**src/rtl/otn_frame_rx_if.sv**
```systemverilog
// otn_frame_rx_if: byte stream and frame verdict bus from the OTN frame receiver to the demapper.
interface otn_frame_rx_if;
    logic [7:0] o_frame_data;
    logic       o_frame_data_valid;
    logic       o_frame_data_fas;
    logic       o_frame_good;
    logic       o_frame_bad;

    modport master (
        output o_frame_data,
        output o_frame_data_valid,
        output o_frame_data_fas,
        output o_frame_good,
        output o_frame_bad
    );

    modport slave (
        input o_frame_data,
        input o_frame_data_valid,
        input o_frame_data_fas,
        input o_frame_good,
        input o_frame_bad
    );
endinterface

```
**src/rtl/otn_frame_rx.sv**
```systemverilog
// otn_frame_rx: serial OTN frame receiver; bit recovery, FAS hunt, byte deserializer, checksum verdict and ACK return (checksum enabled by OTN_RX_CHECKSUM_EN).
module otn_frame_rx #(
    parameter int          FRAME_BYTES = 4165,
    parameter logic [47:0] FAS_PATTERN = 48'hF6F6F6282828
) (
    input  logic             i_clk,
    input  logic             i_rst,
    input  logic             i_sclk_en_16_x_baud,
    input  logic             i_otn_rx_data,
    input  logic             i_arq_en,
    output logic             o_otn_tx_ack,
    otn_frame_rx_if.master   frame_if
);
    localparam logic [12:0] LAST_IDX = 13'(FRAME_BYTES - 1);

    typedef enum logic [2:0] {HUNT, RECEIVE, CHECK, ACK_START, ACK_BIT, ACK_STOP} state_t;

    state_t      state_q, state_d;
    logic        rx_meta_q, rx_meta_d;
    logic        rx_s_q, rx_s_d;
    logic        rx_prev_q, rx_prev_d;
    logic [3:0]  phase_q, phase_d;
    logic [47:0] sr_q, sr_d;
    logic [2:0]  bit_cnt_q, bit_cnt_d;
    logic [12:0] byte_idx_q, byte_idx_d;
    logic        ack_q, ack_d;
    logic        last_q, last_d;
    logic [7:0]  data_q, data_d;
    logic        valid_q, valid_d;
    logic        fas_q, fas_d;
    logic        good_q, good_d;
    logic        bad_q, bad_d;
    logic        tx_ack_q, tx_ack_d;
`ifdef OTN_RX_CHECKSUM_EN
    logic [7:0]  csum_q, csum_d;
`endif

    logic        line_edge;
    logic        bit_stb;
    logic        ack_v;
    logic [47:0] sr_shift;
    logic [47:0] fas_view;

    assign line_edge = rx_s_q ^ rx_prev_q;
    assign bit_stb   = i_sclk_en_16_x_baud && (phase_q == 4'd7) && !line_edge;
    assign sr_shift  = {rx_s_q, sr_q[47:1]};

    // Byte-order view of the shift register: oldest received byte lands in [47:40], matching FAS_PATTERN layout
    always_comb begin
        fas_view = '0;
        for (int k = 0; k < 6; k++) fas_view[47-8*k -: 8] = sr_shift[8*k+7 -: 8];
    end

    // Next-state logic: synchronizer, phase recovery, frame FSM and registered outputs
    always_comb begin
        rx_meta_d  = i_otn_rx_data;
        rx_s_d     = rx_meta_q;
        rx_prev_d  = rx_s_q;
        phase_d    = line_edge ? 4'd0 : i_sclk_en_16_x_baud ? phase_q + 4'd1 : phase_q;
        state_d    = state_q;
        sr_d       = sr_q;
        bit_cnt_d  = bit_cnt_q;
        byte_idx_d = byte_idx_q;
        ack_d      = ack_q;
        last_d     = 1'b0;
        data_d     = data_q;
        valid_d    = 1'b0;
        fas_d      = 1'b0;
        good_d     = 1'b0;
        bad_d      = 1'b0;
        tx_ack_d   = 1'b1;
`ifdef OTN_RX_CHECKSUM_EN
        csum_d     = csum_q;
        ack_v      = (data_q == csum_q);
`else
        ack_v      = 1'b1;
`endif
        case (state_q)
            HUNT: begin
                if (bit_stb) begin
                    sr_d = sr_shift;
                    if (fas_view == FAS_PATTERN) begin
                        fas_d      = 1'b1;
                        byte_idx_d = 13'd6;
                        bit_cnt_d  = 3'd0;
                        sr_d       = '0;
                        state_d    = RECEIVE;
`ifdef OTN_RX_CHECKSUM_EN
                        csum_d     = 8'd0;
`endif
                    end
                end
            end
            RECEIVE: begin
                if (bit_stb) begin
                    sr_d      = sr_shift;
                    bit_cnt_d = bit_cnt_q + 3'd1;
                    if (bit_cnt_q == 3'd7) begin
                        data_d  = sr_shift[47:40];
                        valid_d = 1'b1;
                        last_d  = (byte_idx_q == LAST_IDX);
                        if (byte_idx_q != LAST_IDX) begin
                            byte_idx_d = byte_idx_q + 13'd1;
`ifdef OTN_RX_CHECKSUM_EN
                            csum_d     = csum_q ^ sr_shift[47:40];
`endif
                        end
                    end
                end else if (last_q) begin
                    state_d = CHECK;
                end
            end
            CHECK: begin
                ack_d    = ack_v;
                good_d   = ack_v;
                bad_d    = !ack_v;
                tx_ack_d = !i_arq_en;
                state_d  = i_arq_en ? ACK_START : HUNT;
            end
            ACK_START: begin
                tx_ack_d = ack_q;
                state_d  = ACK_BIT;
            end
            ACK_BIT: begin
                tx_ack_d = 1'b0;
                state_d  = ACK_STOP;
            end
            ACK_STOP: state_d = HUNT;
            default:  state_d = HUNT;
        endcase
        if (state_d == HUNT && state_q != HUNT) sr_d = '0;
    end

    // State and output registers with synchronous reset; line resets to idle high
    always_ff @(posedge i_clk) begin
        if (i_rst) begin
            state_q    <= HUNT;
            rx_meta_q  <= 1'b1;
            rx_s_q     <= 1'b1;
            rx_prev_q  <= 1'b1;
            phase_q    <= 4'd0;
            sr_q       <= '0;
            bit_cnt_q  <= 3'd0;
            byte_idx_q <= 13'd0;
            ack_q      <= 1'b0;
            last_q     <= 1'b0;
            data_q     <= 8'd0;
            valid_q    <= 1'b0;
            fas_q      <= 1'b0;
            good_q     <= 1'b0;
            bad_q      <= 1'b0;
            tx_ack_q   <= 1'b1;
`ifdef OTN_RX_CHECKSUM_EN
            csum_q     <= 8'd0;
`endif
        end else begin
            state_q    <= state_d;
            rx_meta_q  <= rx_meta_d;
            rx_s_q     <= rx_s_d;
            rx_prev_q  <= rx_prev_d;
            phase_q    <= phase_d;
            sr_q       <= sr_d;
            bit_cnt_q  <= bit_cnt_d;
            byte_idx_q <= byte_idx_d;
            ack_q      <= ack_d;
            last_q     <= last_d;
            data_q     <= data_d;
            valid_q    <= valid_d;
            fas_q      <= fas_d;
            good_q     <= good_d;
            bad_q      <= bad_d;
            tx_ack_q   <= tx_ack_d;
`ifdef OTN_RX_CHECKSUM_EN
            csum_q     <= csum_d;
`endif
        end
    end

    assign frame_if.o_frame_data       = data_q;
    assign frame_if.o_frame_data_valid = valid_q;
    assign frame_if.o_frame_data_fas   = fas_q;
    assign frame_if.o_frame_good       = good_q;
    assign frame_if.o_frame_bad        = bad_q;
    assign o_otn_tx_ack                = tx_ack_q;
endmodule

```
**src/flat_wrapper.sv**
```systemverilog
// flat-port wrapper written by rule: the top's interface ports become plain ports
module otn_frame_rx_flat 
#(
    parameter int          FRAME_BYTES = 4165,
    parameter logic [47:0] FAS_PATTERN = 48'hF6F6F6282828
)
  (i_clk, i_rst, i_sclk_en_16_x_baud, i_otn_rx_data, i_arq_en, o_otn_tx_ack, frame_if_o_frame_data, frame_if_o_frame_data_valid, frame_if_o_frame_data_fas, frame_if_o_frame_good, frame_if_o_frame_bad);
  otn_frame_rx_if frame_if_i ();
  input  logic i_clk;
  input  logic i_rst;
  input  logic i_sclk_en_16_x_baud;
  input  logic i_otn_rx_data;
  input  logic i_arq_en;
  output logic o_otn_tx_ack;
  output wire logic [$bits(frame_if_i.o_frame_data)-1:0] frame_if_o_frame_data;
  output wire logic [$bits(frame_if_i.o_frame_data_valid)-1:0] frame_if_o_frame_data_valid;
  output wire logic [$bits(frame_if_i.o_frame_data_fas)-1:0] frame_if_o_frame_data_fas;
  output wire logic [$bits(frame_if_i.o_frame_good)-1:0] frame_if_o_frame_good;
  output wire logic [$bits(frame_if_i.o_frame_bad)-1:0] frame_if_o_frame_bad;
  assign frame_if_o_frame_data = frame_if_i.o_frame_data;
  assign frame_if_o_frame_data_valid = frame_if_i.o_frame_data_valid;
  assign frame_if_o_frame_data_fas = frame_if_i.o_frame_data_fas;
  assign frame_if_o_frame_good = frame_if_i.o_frame_good;
  assign frame_if_o_frame_bad = frame_if_i.o_frame_bad;
  otn_frame_rx #(.FRAME_BYTES(FRAME_BYTES), .FAS_PATTERN(FAS_PATTERN)) u_core (.i_clk(i_clk), .i_rst(i_rst), .i_sclk_en_16_x_baud(i_sclk_en_16_x_baud), .i_otn_rx_data(i_otn_rx_data), .i_arq_en(i_arq_en), .o_otn_tx_ack(o_otn_tx_ack), .frame_if(frame_if_i));
endmodule
```
**config.mk**
```make
export PLATFORM = sky130hd
export DESIGN_NAME = otn_frame_rx_flat
export DESIGN_NICKNAME = d
export VERILOG_FILES = /design/src/rtl/otn_frame_rx_if.sv /design/src/rtl/otn_frame_rx.sv /design/src/flat_wrapper.sv
export SDC_FILE = /design/constraint.sdc
export NUM_CORES = 1
export LEC_CHECK = 0
export CAP_MARGIN = 25
export CELL_PAD_IN_SITES_DETAIL_PLACEMENT = 1
export CELL_PAD_IN_SITES_GLOBAL_PLACEMENT = 1
export CORE_MARGIN = 2
export CORE_UTILIZATION = 41
export DETAILED_ROUTE_END_ITERATION = 10
export PLACE_DENSITY_LB_ADDON = 0.1
export SYNTH_ARGS = -nofsm -noshare
export SYNTH_HDL_FRONTEND = slang
export SYNTH_SLANG_ARGS = --single-unit
```
**constraint.sdc**
```tcl
create_clock -name i_clk -period 2.3 [get_ports i_clk]
set_input_delay 0.345 -clock i_clk [delete_from_list [all_inputs] [get_ports i_clk]]
set_output_delay 0.345 -clock i_clk [all_outputs]
set_load 0.03 [all_outputs]
```
# --- After elaboration in Yosys (flattened, before gate mapping) ---
# Index checks and enable logic that the tools add are counted.
word_totals:
  out_inout_bits: 13
  regBits: 88
classes:
  n_reduce_logical: 18
  n_addsub: 3
  bitwise: 5
  eq_ne: 14
  muxes: 24
op_table:
  columns: ["cell", "count"]
  rows:
  - ["$mux 48", 3]
  - ["$pmux 48 s2", 1]
  - ["$mux 13", 5]
  - ["$eq 48x48->1 const B", 1]
  - ["$pmux 13 s2", 1]
  - ["$mux 3", 7]
  - ["$pmux 3 s5", 1]
  - ["$add 13x1->13 const B", 1]
  - ["$eq 13x13->1 const B", 1]
  - ["$ne 13x13->1 const B", 1]
  - ["$ne 2x1->1 const B", 5]
  - ["$eq 3x2->1 const B", 2]
  - ["$eq 3x3->1 const B", 2]
  - ["$logic_not 3->1", 2]
  - ["$pmux 3 s2", 1]
  - ["$reduce_and 3->1", 2]
  - ["$reduce_and 6->1", 1]
  - ["$reduce_or 3->1", 2]
  - ["$add 4x1->4 const B", 1]
  - ["$eq 4x3->1 const B", 1]
  - ["$not 1->1", 4]
  - ["$reduce_and 4->1", 1]
  - ["$reduce_or 2->1", 2]
  - ["$reduce_or 4->1", 1]
  - ["other kinds (10)", 15]

# --- Logic depth before layout (Yosys ltp) ---
depth:
  ltp_word: 8
  mapped_depth: 8

# --- Worst setup path after synthesis ---
# Ideal clock, no wire load.
synth_timing:
  path_type: "register to register"
  startpoint: "register u_core.sr_q[12]"
  endpoint: "register u_core.byte_idx_q[10]"
  setup_ns: 0.121
  n_path_buf: 0
  t_arrival_ns: 2.384
  setup_slack_ns: -0.205
  synth_period_minus_slack_ns: 2.505
  required_time_ns: 2.179
  stages_incl_launch_ff: 7
  cell_sequence: "dfxtp_1 or4b_1 or4_4 or4_4 o31ai_4 nor2_1 mux2_2"
synth_via:
  elab_chain_cells: 3
synth_rtl:
  columns: ["element", "line_no", "rtl"]
  rows:
  - ["start, declared", "otn_frame_rx.sv:23", "logic [47:0] sr_q, sr_d;"]
  - ["start signal, assigned", "otn_frame_rx.sv:162", "sr_q <= sr_d;"]
  - ["$eq 48x48->1", "otn_frame_rx.sv:82", "if (fas_view == FAS_PATTERN) begin"]
  - ["$ne 2x1->1 (no line)", null, null]
  - ["$reduce_and 6->1 (no line)", null, null]
  - ["end signal, assigned", "otn_frame_rx.sv:164", "byte_idx_q <= byte_idx_d;"]
  - ["end, declared", "otn_frame_rx.sv:25", "logic [12:0] byte_idx_q, byte_idx_d;"]
# No other way between the ends.
# A chain may end at the register's enable or synchronous reset.

# --- Worst setup path after layout ---
# Ends and elaborated chain as after synthesis.

==> results.rst <==
.. list-table::
   :header-rows: 1

   * - Metric
     - Value
   * - Proportion of synthesized chip area in sequential cells
     - 0.4908
   * - Insertion delay of the later-clocked pin in the worst-skew pair
     - 0.35 ns
   * - Post-synth EDFFs
     - 0
   * - Maximum fanout along the worst path
     - 3
   * - Clock sink count
     - 87
   * - Post-synthesis instance area
     - 3548 sq um
   * - Post-Place Cells
     - 561
   * - Endpoint required time on the critical path
     - 2.54 ns
   * - Highest clock frequency the design can meet
     - 394.6 MHz
   * - Die area
     - 9415 sq um
   * - Maximum number of pins on one net before global-route repair
     - 48
   * - Setup repair after global routing missed its margin
     - yes
   * - NetSw
     - 613.9 uW
   * - Initial Utilization
     - 0.4276
   * - Worst VDD drop
     - 0.3593 mV
   * - Die X
     - 97.03 microns
   * - Signal arrival time at the worst endpoint
     - 2.77 ns
   * - Clock buffers created by TritonCTS
     - 9
   * - Unique cell type count in the Yosys netlist
     - 44
   * - Synthesis-to-layout area growth
     - 29.58%
   * - N_diodes
     - 0
   * - Top-level I/O count
     - 18
   * - Endpoint type of the worst setup path
     - register
   * - Internal cell power
     - 2.158 mW
   * - Crit share post-route
     - 1.102
   * - Post-Syn Instances
     - 402
   * - Post-Syn Area per Cell
     - 8.827 sq um
   * - Initial drt markers
     - 100
   * - Top cell type by total area after synthesis
     - sky130_fd_sc_hd__dfxtp_1
   * - TritonCTS clock tree
     - built
   * - Proportion of netlist area held by the largest area contributor
     - 0.4908
   * - Setup violations, final
     - 34
   * - WL final
     - 8900 microns
   * - Reported leakage power
     - 1.778 nW
   * - Slack of the critical path
     - -0.2344 ns
   * - Status
     - complete, but fails checks
   * - Fraction of final layout cells with drive strength greater than 1
     - 0.2385
   * - CTS clock-pin slew for the worst setup and hold paths
     - 0.09 ns
   * - Class of the most critical setup path
     - register to register
   * - Transition time at the pin with the least slew margin
     - 0.5143 ns
   * - Via Count
     - 3093
   * - Crit-path slowest cell
     - sky130_fd_sc_hd__or4b_1
   * - Post-detailed-route via-to-cell ratio
     - 5.305
   * - Sum of net half-perimeters after detailed placement
     - 6081 microns
   * - Antenna-violating nets left
     - 0
   * - Slowest Stage Delay on Critical Path
     - 0.52 ns
   * - Fin crit period
     - 2.534 ns
   * - Clock tree buffer depth
     - 2
   * - Root buf cell
     - sky130_fd_sc_hd__clkbuf_8
   * - Crit-path cells
     - or4b_1 -> or4_4 -> or4_4 -> o31ai_4 -> buf_6 -> nor2_1 -> mux2_2
   * - Register share of total power
     - 0.546
   * - Part of the power in the clock network
     - 0.425
   * - Post-layout nets
     - 483
   * - Total power per unit cell area
     - 602.9 nW/um^2
   * - Combinational Power Share
     - 0.029
   * - Dominant register cell in the synthesized netlist
     - sky130_fd_sc_hd__dfxtp_1
   * - Grt total ovfl
     - 0
   * - Hold Buf Count CTS
     - 0
   * - Number of buffers added on ports
     - 16
   * - Cell with the most instances on the worst path
     - sky130_fd_sc_hd__or4_4
   * - Fill count
     - 978
   * - Final weighted congestion in routability-driven placement
     - 0.7481
   * - Post-Synthesis Net Count
     - 412
   * - Core area
     - 8299 sq um
   * - FFs w/ async S/R, synth
     - 0
   * - Final max-slew violation count
     - 0
   * - Worst slew margin relative to its limit
     - 0.6540
   * - Clk_skew
     - 0.01143 ns
   * - Via count of the first global-routing pass
     - 3213
   * - Violations in the final reports
     - setup timing
   * - Class of the most critical hold timing path
     - register to register
   * - Final number of hold-violating endpoints
     - 0
   * - Number of antenna violations at the first check in global routing
     - 0
   * - Post-route DRC violation count
     - 0
   * - Hold WS
     - 0.4644 ns
   * - Gate family responsible for the most delay along the worst path
     - simple AND/OR/NAND/NOR gates
   * - Final cell count without fillers
     - 583
   * - Warnings, synthesis
     - 0
   * - Switch share
     - 0.2214
   * - Die span in y
     - 97.03 microns
   * - Pre-CTS worst setup slack
     - -0.3140 ns
   * - Cells taking the most area after synthesis
     - sky130_fd_sc_hd__dfxtp_1 49%, sky130_fd_sc_hd__nand2_1 6.5%, sky130_fd_sc_hd__nor2_1 6.0%, sky130_fd_sc_hd__a22oi_1 5.1%, sky130_fd_sc_hd__a21oi_1 4.8%
   * - Share of the core filled with cells
     - 0.5540
   * - Routed length per instance
     - 15.27 microns
   * - Buffer and inverter count on the worst path
     - 1
   * - Wire length of the first global-routing pass
     - 15300 microns
   * - Detailed Routing Iterations Pass 1
     - 4
   * - Max-cap viol count
     - 0
   * - FP Rows
     - 33
   * - H-Tree Depth
     - 3
   * - Total track usage
     - 0.1960
   * - Number of synthesized register bits
     - 87
   * - Startpoint types
     - register
==> cell families (layout without fill, tap and decap cells) <==
| logic type | count (synthesis) | after routing | share of synthesized area |
|---|---|---|---|
| muxes | 11 | 11 | 0.03138 |
| xor gates and xnor gates | 8 | 8 | 0.01975 |
| other | 1 | 1 | 0.001057 |
| DFF | 87 | 87 | 0.4908 |
| AOI/OAI and AO/OA | 77 | 77 | 0.1488 |
| buffers and inverters | 33 | 109 | 0.03808 |
| and+or+nand+nor | 180 | 180 | 0.2525 |
| adders and majority gates | 5 | 5 | 0.01763 |
==> synthesized netlist by cell type (2+ instances only) <==
master	count
sky130_fd_sc_hd__nor2b_1	3
sky130_fd_sc_hd__a21o_2	2
sky130_fd_sc_hd__nor4b_1	6
sky130_fd_sc_hd__ha_1	5
sky130_fd_sc_hd__inv_1	12
sky130_fd_sc_hd__nor4b_4	2
sky130_fd_sc_hd__or2_2	4
sky130_fd_sc_hd__nand4_1	5
sky130_fd_sc_hd__mux2i_1	10
sky130_fd_sc_hd__nand2_1	61
sky130_fd_sc_hd__nand4b_1	4
sky130_fd_sc_hd__and2_1	2
sky130_fd_sc_hd__xnor2_1	6
sky130_fd_sc_hd__dfxtp_1	87
sky130_fd_sc_hd__xor2_1	2
sky130_fd_sc_hd__nor3_1	9
sky130_fd_sc_hd__clkbuf_1	19
sky130_fd_sc_hd__nor4_1	5
sky130_fd_sc_hd__or4_4	2
sky130_fd_sc_hd__o21ai_0	3
sky130_fd_sc_hd__nand3_1	10
sky130_fd_sc_hd__and4b_1	2
sky130_fd_sc_hd__a22oi_1	24
sky130_fd_sc_hd__o21ba_1	2
sky130_fd_sc_hd__a21oi_1	34
sky130_fd_sc_hd__a21o_1	3
sky130_fd_sc_hd__and3_1	5
sky130_fd_sc_hd__nor2_1	57
==> flip-flops by register name (all words and copies together) (netlist names), 3 cells and up <==
signal,count
u_core.frame_if.o_frame_data,8
u_core.state_q,3
u_core.byte_idx_q,13
u_core.phase_q,4
u_core.sr_q,47
u_core.bit_cnt_q,3
==> final cells by class <==
class                      instances  area, sq um  share of cell area
timing repair buffer              81        704.4              0.1532
clock buffer                       9        123.9             0.02694
sequential                        87         1743              0.3790
clock inverter                     7        95.09             0.02068
tap                              105        131.4             0.02857
multi-input combinational        282         1755              0.3818
inverter                          12        45.04            0.009796
==> timing repair <==
action                     CTS  global route
pin swaps                    5             7
gates resized for setup      9            15
setup endpoints to repair   42            41
setup buffers                4             3
==> layout by cell type (no fill, tap or decap), drive strengths merged, types with 3 or more instances in the layout <==
cell           count
xnor2              6
inv               13
nand3             11
or2                4
clkbuf             9
nand2             61
clkinv             3
o21ba              3
nand4b             4
nand4              5
nor4b              8
ha                 5
mux2i             10
buf               65
nor2b              3
dfxtp             87
o21ai              3
a21oi             34
nor2              57
a21o               5
a22oi             24
nor3               9
nor4               5
clkdlybuf4s50     16
and3               5
==> worst register-to-register path: stages, from the launching register on <==
cell and delay [ns]:
sky130_fd_sc_hd__dfxtp_2 0.33, sky130_fd_sc_hd__or4b_1 0.52, sky130_fd_sc_hd__or4_4 0.45, sky130_fd_sc_hd__or4_4 0.45
sky130_fd_sc_hd__o31ai_4 0.24, sky130_fd_sc_hd__buf_6 0.15, sky130_fd_sc_hd__nor2_1 0.04, sky130_fd_sc_hd__mux2_2 0.25
==> through the flow <==
stage / power, mW / instance area, sq um / setup TNS (ns)
after CTS: 2.802 / 4524 / -2.468
after global placement: 1.619 / 4243 / -1.319
after global routing: 2.863 / 4598 / -6.958
after detailed placement: 1.621 / 4243 / -4.488
after floorplan: 1.589 / 3548 / -0.4777
final: 2.772 / 4598 / -2.650
==> metal layers <==
metal / vias to the layer above / wire (microns) / global-route usage
met4: 0 / 59 / 0.04875
met1: 1524 / 4127 / 0.2417
li1: 1543 / - / -
met3: 7 / 140 / 0.03757
met5: - / 0 / 0
met2: 19 / 4574 / 0.3510
==> power groups by stage <==
stage	clock network (mW)	logic [mW]	registers [mW]
after floorplan	0	0.0402	1.55
after global placement	0	0.0704	1.55
after detailed placement	0	0.0721	1.55
after CTS	1.21	0.0774	1.51
after global routing	1.26	0.0872	1.51
final	1.18	0.0797	1.51
==> final timing paths <==
check / from / to / slack (ns) / cells after the start
worst max register to register: u_core.sr_q[12]$_SDFFE_PP0P_ / u_core.byte_idx_q[10]$_SDFFE_PP0P_ / -0.23 / 7
worst max-delay path: u_core.sr_q[12]$_SDFFE_PP0P_ / u_core.byte_idx_q[10]$_SDFFE_PP0P_ / -0.23 / 7
worst min register to register: u_core.rx_meta_q$_SDFF_PP1_ / u_core.rx_prev_d$_SDFF_PP1_ / 0.46 / 1
worst min-delay path: u_core.rx_meta_q$_SDFF_PP1_ / u_core.rx_prev_d$_SDFF_PP1_ / 0.46 / 1
(Power assumes the default switching activity.)
